==> src/rtl/fetch_pkg.sv <==
// fetch_pkg: constants and types shared by the fetch unit.
// A buffer entry is the word plus the address it came from.
package fetch_pkg;

   localparam int ADDR_W = 8;
   localparam int PC_STEP = 4;
   localparam logic [ADDR_W-1:0] RESET_PC = 8'h00;
   localparam logic [31:0] NOP_INSTR = 32'h00007033;

   typedef struct packed {
      logic [ADDR_W-1:0] pc;
      logic [31:0]       instr;
   } fetch_entry_t;

   typedef enum logic [1:0] {
      FETCH,
      HOLD,
      FLUSH
   } fetch_state_e;

endpackage

==> src/rtl/fetch_fifo.sv <==
// fetch_fifo: two-entry registered buffer, shift style.
// Head is entry 0, so outputs hold their value once emptied.
module fetch_fifo
   import fetch_pkg::*;
#(
   parameter int DEPTH = 2
) (
   input  logic         clk,
   input  logic         reset,
   input  logic         push,
   input  logic         pop,
   input  logic         flush,
   input  fetch_entry_t din,
   output logic [1:0]   count,
   output logic         valid,
   output fetch_entry_t head
);

   localparam logic [1:0] FULL = 2'(DEPTH);

   fetch_entry_t e0, e1;
   fetch_entry_t e0_n, e1_n;
   logic [1:0]   cnt, cnt_n;
   logic         do_push, do_pop;

   // next entries and occupancy from push/pop/flush
   always_comb begin
      e0_n    = e0;
      e1_n    = e1;
      cnt_n   = cnt;
      do_pop  = pop && (cnt != 2'd0);
      do_push = push && ((cnt != FULL) || do_pop);
      if (flush) begin
         cnt_n = 2'd0;
      end else begin
         unique case ({do_push, do_pop})
            2'b10: begin
               if (cnt == 2'd0) e0_n = din;
               else             e1_n = din;
               cnt_n = cnt + 2'd1;
            end
            2'b01: begin
               if (cnt == FULL) e0_n = e1;
               cnt_n = cnt - 2'd1;
            end
            2'b11: begin
               if (cnt == FULL) begin
                  e0_n = e1;
                  e1_n = din;
               end else begin
                  e0_n = din;
               end
            end
            default: begin
               cnt_n = cnt;
            end
         endcase
      end
   end

   // entry and count registers
   always_ff @(posedge clk) begin
      if (reset) begin
         cnt <= 2'd0;
         e0  <= '0;
         e1  <= '0;
      end else begin
         cnt <= cnt_n;
         e0  <= e0_n;
         e1  <= e1_n;
      end
   end

   assign count = cnt;
   assign valid = (cnt != 2'd0);
   assign head  = e0;

endmodule

==> src/rtl/instr_fetch.sv <==
// instr_fetch: pc register and fetch control in front of decode.
// Redirect beats hold; hold only when full with no pop.
module instr_fetch #(
   parameter int ADDR_W = fetch_pkg::ADDR_W,
   parameter logic [ADDR_W-1:0] RESET_PC = fetch_pkg::RESET_PC,
   parameter int DEPTH = 2
) (
   input  logic              clk,
   input  logic              reset,
   output logic [ADDR_W-1:0] imem_addr,
   input  logic [31:0]       imem_instr,
   input  logic              redirect_valid,
   input  logic [ADDR_W-1:0] redirect_pc,
   output logic              out_valid,
   input  logic              out_ready,
   output logic [31:0]       out_instr,
   output logic [ADDR_W-1:0] out_pc
);

   import fetch_pkg::*;

   logic [ADDR_W-1:0] pc, pc_n;
   logic [1:0]        count;
   logic              full, pop, push, flush;
   fetch_state_e      state;
   fetch_entry_t      din, head;
   logic [1:0]        unused_lsb;

   assign unused_lsb = redirect_pc[1:0];
   assign full       = (count == 2'(DEPTH));
   assign pop        = out_valid & out_ready;
   assign din        = '{pc: pc, instr: imem_instr};

   // classify the cycle
   always_comb begin
      state = FETCH;
      unique case (1'b1)
         redirect_valid:
            state = FLUSH;
         !redirect_valid && full && !pop:
            state = HOLD;
         !redirect_valid && !(full && !pop):
            state = FETCH;
         default:
            state = FETCH;
      endcase
   end

   // push, flush and next pc per cycle class
   always_comb begin
      push  = 1'b0;
      flush = 1'b0;
      pc_n  = pc;
      unique case (state)
         FETCH: begin
            push = 1'b1;
            pc_n = pc + ADDR_W'(PC_STEP);
         end
         FLUSH: begin
            flush = 1'b1;
            pc_n  = {redirect_pc[ADDR_W-1:2], 2'b00};
         end
         HOLD: begin
            pc_n = pc;
         end
         default: begin
            pc_n = pc;
         end
      endcase
   end

   // fetch address register
   always_ff @(posedge clk) begin
      if (reset) pc <= RESET_PC;
      else       pc <= pc_n;
   end

   fetch_fifo #(
      .DEPTH(DEPTH)
   ) u_fifo (
      .clk   (clk),
      .reset (reset),
      .push  (push),
      .pop   (pop),
      .flush (flush),
      .din   (din),
      .count (count),
      .valid (out_valid),
      .head  (head)
   );

   assign imem_addr = pc;
   assign out_instr = head.instr;
   assign out_pc    = head.pc;

endmodule

==> config.mk <==
export PLATFORM = sky130hd
export DESIGN_NAME = instr_fetch
export DESIGN_NICKNAME = d
export VERILOG_FILES = /design/src/rtl/fetch_pkg.sv /design/src/rtl/fetch_fifo.sv /design/src/rtl/instr_fetch.sv
export SDC_FILE = /design/constraint.sdc
export NUM_CORES = 1
export LEC_CHECK = 0
export CELL_PAD_IN_SITES_DETAIL_PLACEMENT = 0
export CELL_PAD_IN_SITES_GLOBAL_PLACEMENT = 1
export CORE_MARGIN = 2
export CORE_UTILIZATION = 40
export CTS_BUF_LIST = sky130_fd_sc_hd__clkbuf_8
export DETAILED_ROUTE_END_ITERATION = 7
export HOLD_SLACK_MARGIN = 0.05
export PLACE_DENSITY_LB_ADDON = 0.1
export SLEW_MARGIN = 10
export SYNTH_ARGS = -nofsm -noshare
export SYNTH_HDL_FRONTEND = slang
export SYNTH_SLANG_ARGS = --single-unit
==> constraint.sdc <==
create_clock -name clk -period 4.3 [get_ports clk]
set_input_delay 0.86 -clock clk [delete_from_list [all_inputs] [get_ports clk]]
set_output_delay 0.86 -clock clk [all_outputs]
set_load 0.02 [all_outputs]
After elaboration in Yosys (flattened, before gate mapping)
Index checks and enable logic that the tools add are counted.
- bitwise gates (word level): 2
- divide/modulo/power cells: 0
- mux-type cells: 12
- shift operators: 0
- $mul: 0
- $add $sub $neg: 3
- equality and inequality tests: 10
- magnitude comparators: 0
- reductions and logical operators: 17
- operator list (cell ; count):
    40-bit 2-to-1 mux ; 5
    40-bit one-hot mux with 3 select lines ; 1
    40-bit one-hot mux with 2 select lines ; 1
    8-bit one-hot mux with 2 select lines ; 1
    8-bit by 3-bit adder with 8-bit output, second input constant ; 1
    2-bit == test, second input constant ; 4
    2-bit != test, second input constant ; 4
    2-bit one-hot mux with 2 select lines ; 2
    4-bit AND reduction ; 2
    2-bit nonzero test ; 4
    1-bit logical AND ; 4
    2-bit logical NOT ; 2
    3-bit nonzero test ; 1
    2-bit by 1-bit adder with 2-bit output, second input constant ; 1
    2-bit by 1-bit == test with 1-bit output, second input constant ; 1
    1-bit logical NOT ; 2
    1-bit 2-to-1 mux ; 2
    2-bit by 1-bit != test with 1-bit output, second input constant ; 1
    2-bit OR reduction ; 1
    2-bit by 1-bit subtractor with 2-bit output, second input constant ; 1
    1-bit AND ; 1
    1-bit logical OR ; 1
    1-bit inverter ; 1
- ROM bits: 0
- latch bits: 0
- bits of input ports: 44
- output and inout port bits: 49
- memories kept: 0
- bits in writable memories: 0
- bits in registers: 90

Depth between registers and ports, before layout
Gate-level depths: netlist of the first run.
- depth in word-level cells: 11
- mapped depth: 12
- depth with buffers taken out: 8

Modules after synthesis
A second synthesis of the first run with hierarchy kept.
- cell total of the unflattened synthesis: 425
- area, all modules: 3698.5 µm²
- by module, submodules not included (module ; times used ; cells each ; area each (µm²)):
    fetch_fifo ; 1 ; 377 ; 3306.9
    instr_fetch ; 1 ; 48 ; 391.6

Worst setup path after synthesis of the first run
Ideal clock, no wire load.
- kind: input port to flip-flop
- from: in redirect_valid
- to: reg u_fifo.e1[10] (netlist bit)
- arrival: 2.619 ns
- data required time: 4.157 ns
- library setup time: 0.143 ns
- path slack: 1.538 ns
- stages on the path: 12
- cells stage by stage: buf_2 inv_1 clkbuf_1 nand2_1 inv_1 ha_1 nor2_1 a2111o_1 buf_4 buf_6 nand2_1 a21oi_2
- cells in the longest elaborated chain, start to end: 10
- elaborated cells on any way between the ends: 17
- RTL lines (item ; RTL line ; text):
    start, declared ; instr_fetch.sv:12 ; input logic redirect_valid,
    1-bit logical NOT ; - ;
    1-bit logical AND (2 in a row) ; instr_fetch.sv:40 ; !redirect_valid && full && !pop:
    2-bit one-hot mux with 2 select lines (*) ; instr_fetch.sv:37 ; unique case (1'b1)
    2-bit logical NOT ; instr_fetch.sv:54 ; unique case (state)
    1-bit 2-to-1 mux ; instr_fetch.sv:54 ;
    1-bit logical AND ; fetch_fifo.sv:32 ; do_push = push && ((cnt != FULL) || do_pop);
    2-bit == test ; fetch_fifo.sv:36 ; unique case ({do_push, do_pop})
    2-bit != test (no source line) / 2-bit nonzero test (equally long branches) ; - ;
    4-bit AND reduction (no source line) ; - ;
    end signal, assigned ; fetch_fifo.sv:70 ; e1 <= e1_n;
    end, declared ; fetch_fifo.sv:21 ; fetch_entry_t e0, e1;
Mark *: on every way between the ends. The rest lies on a longest branch, timed or not.
A chain may end at the register's enable or synchronous reset.

Final worst setup path of the first run
- from: in out_ready
- to: reg u_fifo.e0 (netlist bit u_fifo.head[12])
- cells in the longest elaborated chain, start to end: 10
- elaborated cells on any way between the ends: 20
- RTL lines (item ; RTL line ; text):
    start, declared ; instr_fetch.sv:15 ; input logic out_ready,
    1-bit AND (*) ; instr_fetch.sv:31 ; assign pop = out_valid & out_ready;
    1-bit logical NOT ; - ;
    1-bit logical AND ; instr_fetch.sv:40 ;
    2-bit one-hot mux with 2 select lines ; instr_fetch.sv:37 ;
    2-bit logical NOT ; instr_fetch.sv:54 ;
    1-bit 2-to-1 mux ; instr_fetch.sv:54 ;
    1-bit logical AND ; fetch_fifo.sv:32 ;
    2-bit == test / 2-bit by 1-bit == test with 1-bit output (equally long branches) ; fetch_fifo.sv:36 ;
    2-bit by 1-bit != test with 1-bit output (no source line) (tied with other cells) ; - ;
    4-bit AND reduction (no source line) ; - ;
    end signal, assigned ; fetch_fifo.sv:69 ; e0 <= e0_n;
    end, declared ; fetch_fifo.sv:21 ;
Marked as above.

==> run summary, run 1 <==
* **PortBufs** 88
* **maximum number of pins on one net before global-route repair** 86
* **Detailed Routing Iterations Pass 1** 4
* **most frequent cell on the critical path** sky130_fd_sc_hd__nand2_1
* **final setup TNS** 0 ns
* **maximum resistive drop on vdd** 215 µV
* **worst r2r path cells** 7
* **total via count after detailed routing** 3161
* **Setup WS pre-CTS** 0.559 ns
* **Setup crit end kind** register
* **CTS Buffer Depth** 2
* **count of final hold-check violations** 0
* **Total Wirelength** 9230 µm
* **WL/cell** 15.1 µm
* **CORE AREA** 0.00928 mm²
* **internal cell power** 1310 µW
* **layout filler cell count** 895
* **Sw Ratio** 28.3%
* **Antenna Nets Post-Route** 0
* **signal arrival time at the worst endpoint** 3.52 ns
* **floorplan die height** 102 µm
* **maximum fanout along the worst path** 20
* **startpoint of the lowest-slack hold path** u_fifo.e1[27]
* **Die W** 102 µm
* **share of the synthesized area in the top cell type** 44.3%
* **hold buffer count at CTS** 0
* **cts repair resizes** 0
* **distinct cell type count after synthesis** 33
* **relative contribution of sequential cells to total power** 47.6%
* **Worst path slowest cell** sky130_fd_sc_hd__clkdlybuf4s50_1
* **switching pwr** 519 µW
* **unrepaired setup endpoints after global routing** no
* **smallest setup slack after layout** 0.963 ns
* **initial antenna violation count** 0
* **sequential fraction of the synthesis area** 44.3%
* **critical path cell sequence** clkdlybuf4s50_1 > or3b_1 > nand2_1 > inv_1 > ha_1 > nand2_1 > nand3b_4 > buf_12 > a221oi_1 > nor3_1
* **Comb power frac** 21.1%
* **total routing usage reported by global routing** 18.3%
* **run status** finished, final reports clean
* **Initial Utilization** 41.4%
* **Rel. slew slack** 25.3%
* **static power due to leakage** 0.00169 µW
* **end of the worst register-to-register path** u_fifo.head[23]
* **Post-CTS Setup Repair Bufs** 0
* **number of cells on the worst hold path** 2
* **Crit Reg-Reg Startpoint** u_fifo.count[0]
* **Inserted Clock Buffers** 9
* **highest cell delay on the worst timing path** 0.60 ns
* **family with the most delay on the worst path** simple AND/OR/NAND/NOR gates
* **global-route wire length before repair** 15100 µm
* **clk sink count** 85
* **DRC violations left** 0
* **syn_area_per_cell** 9.30 µm²
* **clock network latency to the later pin of the worst-skew pair** 0.34 ns
* **Final period util** 77.6%
* **Data required, critical path** 4.48 ns
* **clock-pin slew on the worst setup and hold paths** 0.08 ns
* **Die Footprint** 0.0104 mm²
* **CP startpoint kind** input pin
* **actual transition at the worst max-transition pin** 1.12 ns
* **Pwr per Cell Area** 372 mW/mm²
* **Final min period** 3.34 ns
* **Synth Register Bits** 85
* **detailed placement HPWL** 5490 µm
* **Final setup violation count** 0
* **Initial DRC Count** 128
* **I/O pin count** 93
* **cells taking the most area after synthesis** sky130_fd_sc_hd__dfxtp_1, sky130_fd_sc_hd__nand2_1, sky130_fd_sc_hd__a221oi_2, sky130_fd_sc_hd__nor3_2, sky130_fd_sc_hd__a21oi_2
* **cell count after synthesis** 413
* **critical path type** input pin to register
* **via count of the first global-routing pass** 3095
* **buffer and inverter count on the worst path** 3
* **Ant. Diodes** 0
* **via density per instance** 5.16
* **clock network fraction of total power** 31.4%
* **Pins Over Slew Limit** 0
* **Worst R2R Setup Slack** 1.57 ns
* **overall overflow remaining after global route** 0
* **commonest cells after routing, fill and taps aside** sky130_fd_sc_hd__clkdlybuf4s50_1, sky130_fd_sc_hd__dfxtp_1, sky130_fd_sc_hd__nand2_1
* **type of the worst min-delay path** register to register
* **Peak Freq** 300 MHz
* **Area growth syn-to-layout** 28.3%
* **cell at the root of the clock tree** sky130_fd_sc_hd__clkbuf_8
* **H-tree depth** 3
* **end point of the worst hold path** u_fifo.e1[27]
* **max cap viols** 0
* **weighted congestion reported at the end of routability-driven placement** 0.745
* **number of warnings reported in the yosys synthesis log** 0
* **post-synth design cell area** 0.00384 mm²
* **share of post-route cells with drive strength above 1** 18.6%
* **TritonCTS clock tree** yes
* **Synth area leader** sky130_fd_sc_hd__dfxtp_1
* **clock tree skew after final layout** 0.00890 ns
* **site row count** 35
* **number of nets in the finished design** 528
* **commonest non-fill, non-tap cell in the layout** sky130_fd_sc_hd__clkdlybuf4s50_1
flip-flops by register name, summed over array words and instances, names as in the netlist:
name / flops
imem_addr: 6
u_fifo.head: 39
u_fifo.e1: 38
u_fifo.count: 2
worst max path at each step:
stage / startpoint / to / slack (ns) / depth (start not counted)
2_1_floorplan: redirect_valid / u_fifo.e1[10] / 1.54 / 12
3_3_place_gp: out_ready / u_fifo.head[12] / 0.60 / 10
3_5_place_dp: out_ready / u_fifo.head[23] / 0.56 / 8
4_1_cts: out_ready / u_fifo.head[23] / 0.90 / 8
5_1_grt: out_ready / u_fifo.head[24] / 0.70 / 8
6_report: out_ready / u_fifo.head[12] / 0.96 / 10
worst register-to-register path: cells and delay by family, from the launching register on:
| kind | cells | cell delay, ns |
|---|---|---|
| flip-flops | 1 | 0.62 |
| AND/OR/NAND/NOR | 5 | 0.94 |
| AO/OA/AOI/OAI | 1 | 0.82 |
| adder cells (fa/ha/maj) | 1 | 0.27 |
area by class of cell:
class | instances | area, µm² | area share, %
clock buffers | 11 | 151 | 3.07
clock inverters | 4 | 47.5 | 0.965
inverters | 5 | 18.8 | 0.381
multi-input cells | 284 | 1880 | 38.1
flip-flops and latches | 85 | 1700 | 34.5
well taps | 129 | 161 | 3.27
repair buffers | 95 | 968 | 19.6
stage by stage:
step                      instances  util [%]  hold slack [ns]  cell area [µm²]  power (µW)
final                           613      53.1            0.461             4930        1830
after global routing            613      53.1            0.487             4930        1920
after CTS                       613      53.1            0.462             4930        1850
after detailed placement        598      50.9            0.449             4730        1280
after global placement          598      50.9            0.444             4730        1280
after floorplan                 414         -            0.436             3840        1120
kinds of logic after synthesis:
family	share of synthesized area, %
buffers and inverters	7.59
adder cells (fa/ha/maj)	1.30
XOR/XNOR	1.82
flip-flops	44.3
AO/OA/AOI/OAI	21.9
AND/OR/NAND/NOR	23.0
other	0.0976
power by group through the flow:
| stage | Clock [µW] | Combinational [µW] | Sequential [µW] |
|---|---|---|---|
| after floorplan | 0 | 185 | 933 |
| after global placement | 0 | 387 | 889 |
| after detailed placement | 0 | 390 | 890 |
| after CTS | 590 | 392 | 872 |
| after global routing | 620 | 420 | 878 |
| final | 574 | 386 | 871 |
metal layers:
layer / vias up / track usage (%) / part of all wire, %
met3: 5 / 4.65 / 4.5
met4: 0 / 4.31 / 0.85
li1: 1572 / - / -
met1: 1514 / 24.5 / 48
met5: - / 0 / 0
met2: 70 / 29.7 / 46
Yosys cell counts, drive strengths merged:
cell type / n
dfxtp: 85
nand2: 83
nor2: 48
a21oi: 40
nor3: 40
a221oi: 38
buf: 29
clkbuf: 11
inv: 5
xor2: 5
a211oi: 4
ha: 4
nand2b: 3
nand4: 3
xnor2: 3
nor3b: 2
a2111o: 1
a2111oi: 1
a311oi: 1
a32o: 1
a32oi: 1
and3: 1
conb: 1
nand3b: 1
o21ai: 1
or3b: 1
Note: power is estimated with default switching activity, not from simulation.
==> run 2, diff against run 1 <==
Settings changed: CORE_UTILIZATION 40 to 35.
Clock period 4.3 ns to 3 ns, I/O delays scaled along.
==> run 2 against run 1 <==
Final cell count rose by 3.4%. Global-route usage decreased by 1.4 points. Clock skew is 0.0011 ns higher. First-iteration DRC count fell by 6.3%. Count of clock-buffer cells in the layout shrank 1. Sequential power increased by 44%. Register-to-register slack worse by 0.98 ns.
==> run summary, run 2 (synthesized netlist as in run 1, its figures left out) <==
* **Die W** 109 µm
* **static power due to leakage** 0.00172 µW
* **cts repair resizes** 0
* **commonest cells after routing, fill and taps aside** sky130_fd_sc_hd__clkdlybuf4s50_1, sky130_fd_sc_hd__dfxtp_1, sky130_fd_sc_hd__nand2_1
* **clock tree skew after final layout** 0.00997 ns
* **Die Footprint** 0.0118 mm²
* **number of flip-flops in the largest register** 39
* **hold buffer count at CTS** 0
* **critical path type** input pin to register
* **max cap viols** 0
* **overall overflow remaining after global route** 0
* **critical path cell sequence** clkdlybuf4s50_1 > or3b_1 > nand2_1 > inv_1 > ha_1 > nand2_1 > nand3b_4 > buf_4 > a221oi_2 > nor3_2
* **DRC violations left** 0
* **Final setup violation count** 0
* **total routing usage reported by global routing** 16.9%
* **Peak Freq** 396 MHz
* **clock network latency to the later pin of the worst-skew pair** 0.35 ns
* **H-tree depth** 3
* **Area growth syn-to-layout** 29.8%
* **TritonCTS clock tree** yes
* **Worst path slowest cell** sky130_fd_sc_hd__clkdlybuf4s50_1
* **global-route wire length before repair** 15600 µm
* **end point of the worst hold path** u_fifo.e1[24]
* **type of the worst min-delay path** register to register
* **startpoint of the lowest-slack hold path** u_fifo.e1[24]
* **maximum number of pins on one net before global-route repair** 49
* **Setup crit end kind** register
* **run status** finished, final reports clean
* **maximum fanout along the worst path** 19
* **via count of the first global-routing pass** 3084
* **Pins Over Slew Limit** 0
* **commonest non-fill, non-tap cell in the layout** sky130_fd_sc_hd__clkdlybuf4s50_1
* **Pwr per Cell Area** 508 mW/mm²
* **share of post-route cells with drive strength above 1** 20.0%
* **Detailed Routing Iterations Pass 1** 4
* **weighted congestion reported at the end of routability-driven placement** 0.701
* **PortBufs** 88
* **layout filler cell count** 1081
* **Data required, critical path** 3.21 ns
* **final non-filler cell total** 634
* **count of final hold-check violations** 0
* **signal arrival time at the worst endpoint** 2.74 ns
* **total via count after detailed routing** 3212
* **Rel. slew slack** 58.4%
* **Post-CTS Setup Repair Bufs** 0
* **Final period util** 84.2%
* **final setup TNS** 0 ns
* **via density per instance** 5.07
* **number of nets in the finished design** 538
* **footprint of the multi-input gates** 0.00188 mm²
* **Initial Utilization** 35.6%
* **overall power of the completed layout** 2530 µW
* **CORE AREA** 0.0108 mm²
* **worst r2r path cells** 9
* **unrepaired setup endpoints after global routing** no
* **Inserted Clock Buffers** 9
* **Sequential cell area** 0.00170 mm²
* **actual transition at the worst max-transition pin** 0.623 ns
* **most frequent cell on the critical path** sky130_fd_sc_hd__nand2_1
* **CTS Buffer Depth** 2
* **maximum resistive drop on vdd** 283 µV
* **clock-pin slew on the worst setup and hold paths** 0.08 ns
* **dpl cells** 619
* **detailed placement HPWL** 6120 µm
* **Ant. Diodes** 0
* **clk sink count** 85
* **I/O pin count** 93
* **initial antenna violation count** 0
* **floorplan die height** 109 µm
* **Final min period** 2.53 ns
* **Setup WS pre-CTS** 0.0853 ns
* **Initial DRC Count** 120
* **cell at the root of the clock tree** sky130_fd_sc_hd__clkbuf_8
* **number of cells on the worst hold path** 2
* **WL/cell** 15.1 µm
* **Total Wirelength** 9600 µm
* **highest cell delay on the worst timing path** 0.41 ns
* **CP startpoint kind** input pin
* **Antenna Nets Post-Route** 0
* **Crit Reg-Reg Startpoint** u_fifo.count[0]
* **smallest setup slack after layout** 0.474 ns
* **site row count** 38
* **Worst R2R Setup Slack** 0.59 ns
* **end of the worst register-to-register path** u_fifo.head[36]
run 2: cell types whose count changed in the layout (fill, tap and decap cells not counted):
cell / change
sky130_fd_sc_hd__inv_1: +1
sky130_fd_sc_hd__buf_4: +10
sky130_fd_sc_hd__bufinv_16: -1
sky130_fd_sc_hd__clkbuf_8: -1
sky130_fd_sc_hd__clkinvlp_4: +1
run 2: area by class of cell:
cell class | count | area share (%)
Tap cell | 140 | 3.51
Timing Repair Buffer | 105 | 20.9
Multi-Input combinational cell | 284 | 37.7
Clock buffer | 10 | 2.76
Sequential cell | 85 | 34.1
Inverter | 5 | 0.377
Clock inverter | 5 | 0.577
run 2: stage by stage:
stage          area [µm²]  hold slack (ns)  utilization, %
2_1_floorplan        3840            0.436               -
3_3_place_gp         4820            0.444            44.6
3_5_place_dp         4820            0.456            44.6
4_1_cts              4980            0.466            46.2
5_1_grt              4980            0.487            46.2
6_report             4980            0.467            46.2
run 2: worst max-delay path by stage:
stage                   startpoint              end  cells after the start
global placement         out_ready  u_fifo.head[36]                     10
finish                   out_ready  u_fifo.head[36]                     10
global route             out_ready    u_fifo.e1[25]                      9
floorplan           redirect_valid    u_fifo.e1[10]                     12
CTS                      out_ready  u_fifo.head[36]                     10
detailed placement       out_ready  u_fifo.head[26]                     10
run 2: where the power goes:
group          leakage [µW]  internal (µW)  total, µW  switching [µW]
Combinational      0.000935            270        568             298
Sequential         0.000697           1200       1250            50.3
Clock             0.0000853            313        716             403
Total               0.00172           1780       2530             752
run 2: layer usage:
metal	track usage (%)	share of wire [%]	wire length [µm]	up-vias
met5	0	0	0	-
met4	4.67	0.94	90	0
met3	4.78	5.5	531	8
met2	27.4	45	4360	79
met1	21.9	48	4620	1533
li1	-	-	-	1592
run 2: worst max-delay path, delay by kind of cell:
kind,cells,cell delay (ns)
compound gates,1,0.36
buf+inv,3,0.72
fa+ha+maj,1,0.26
simple gates,5,0.78
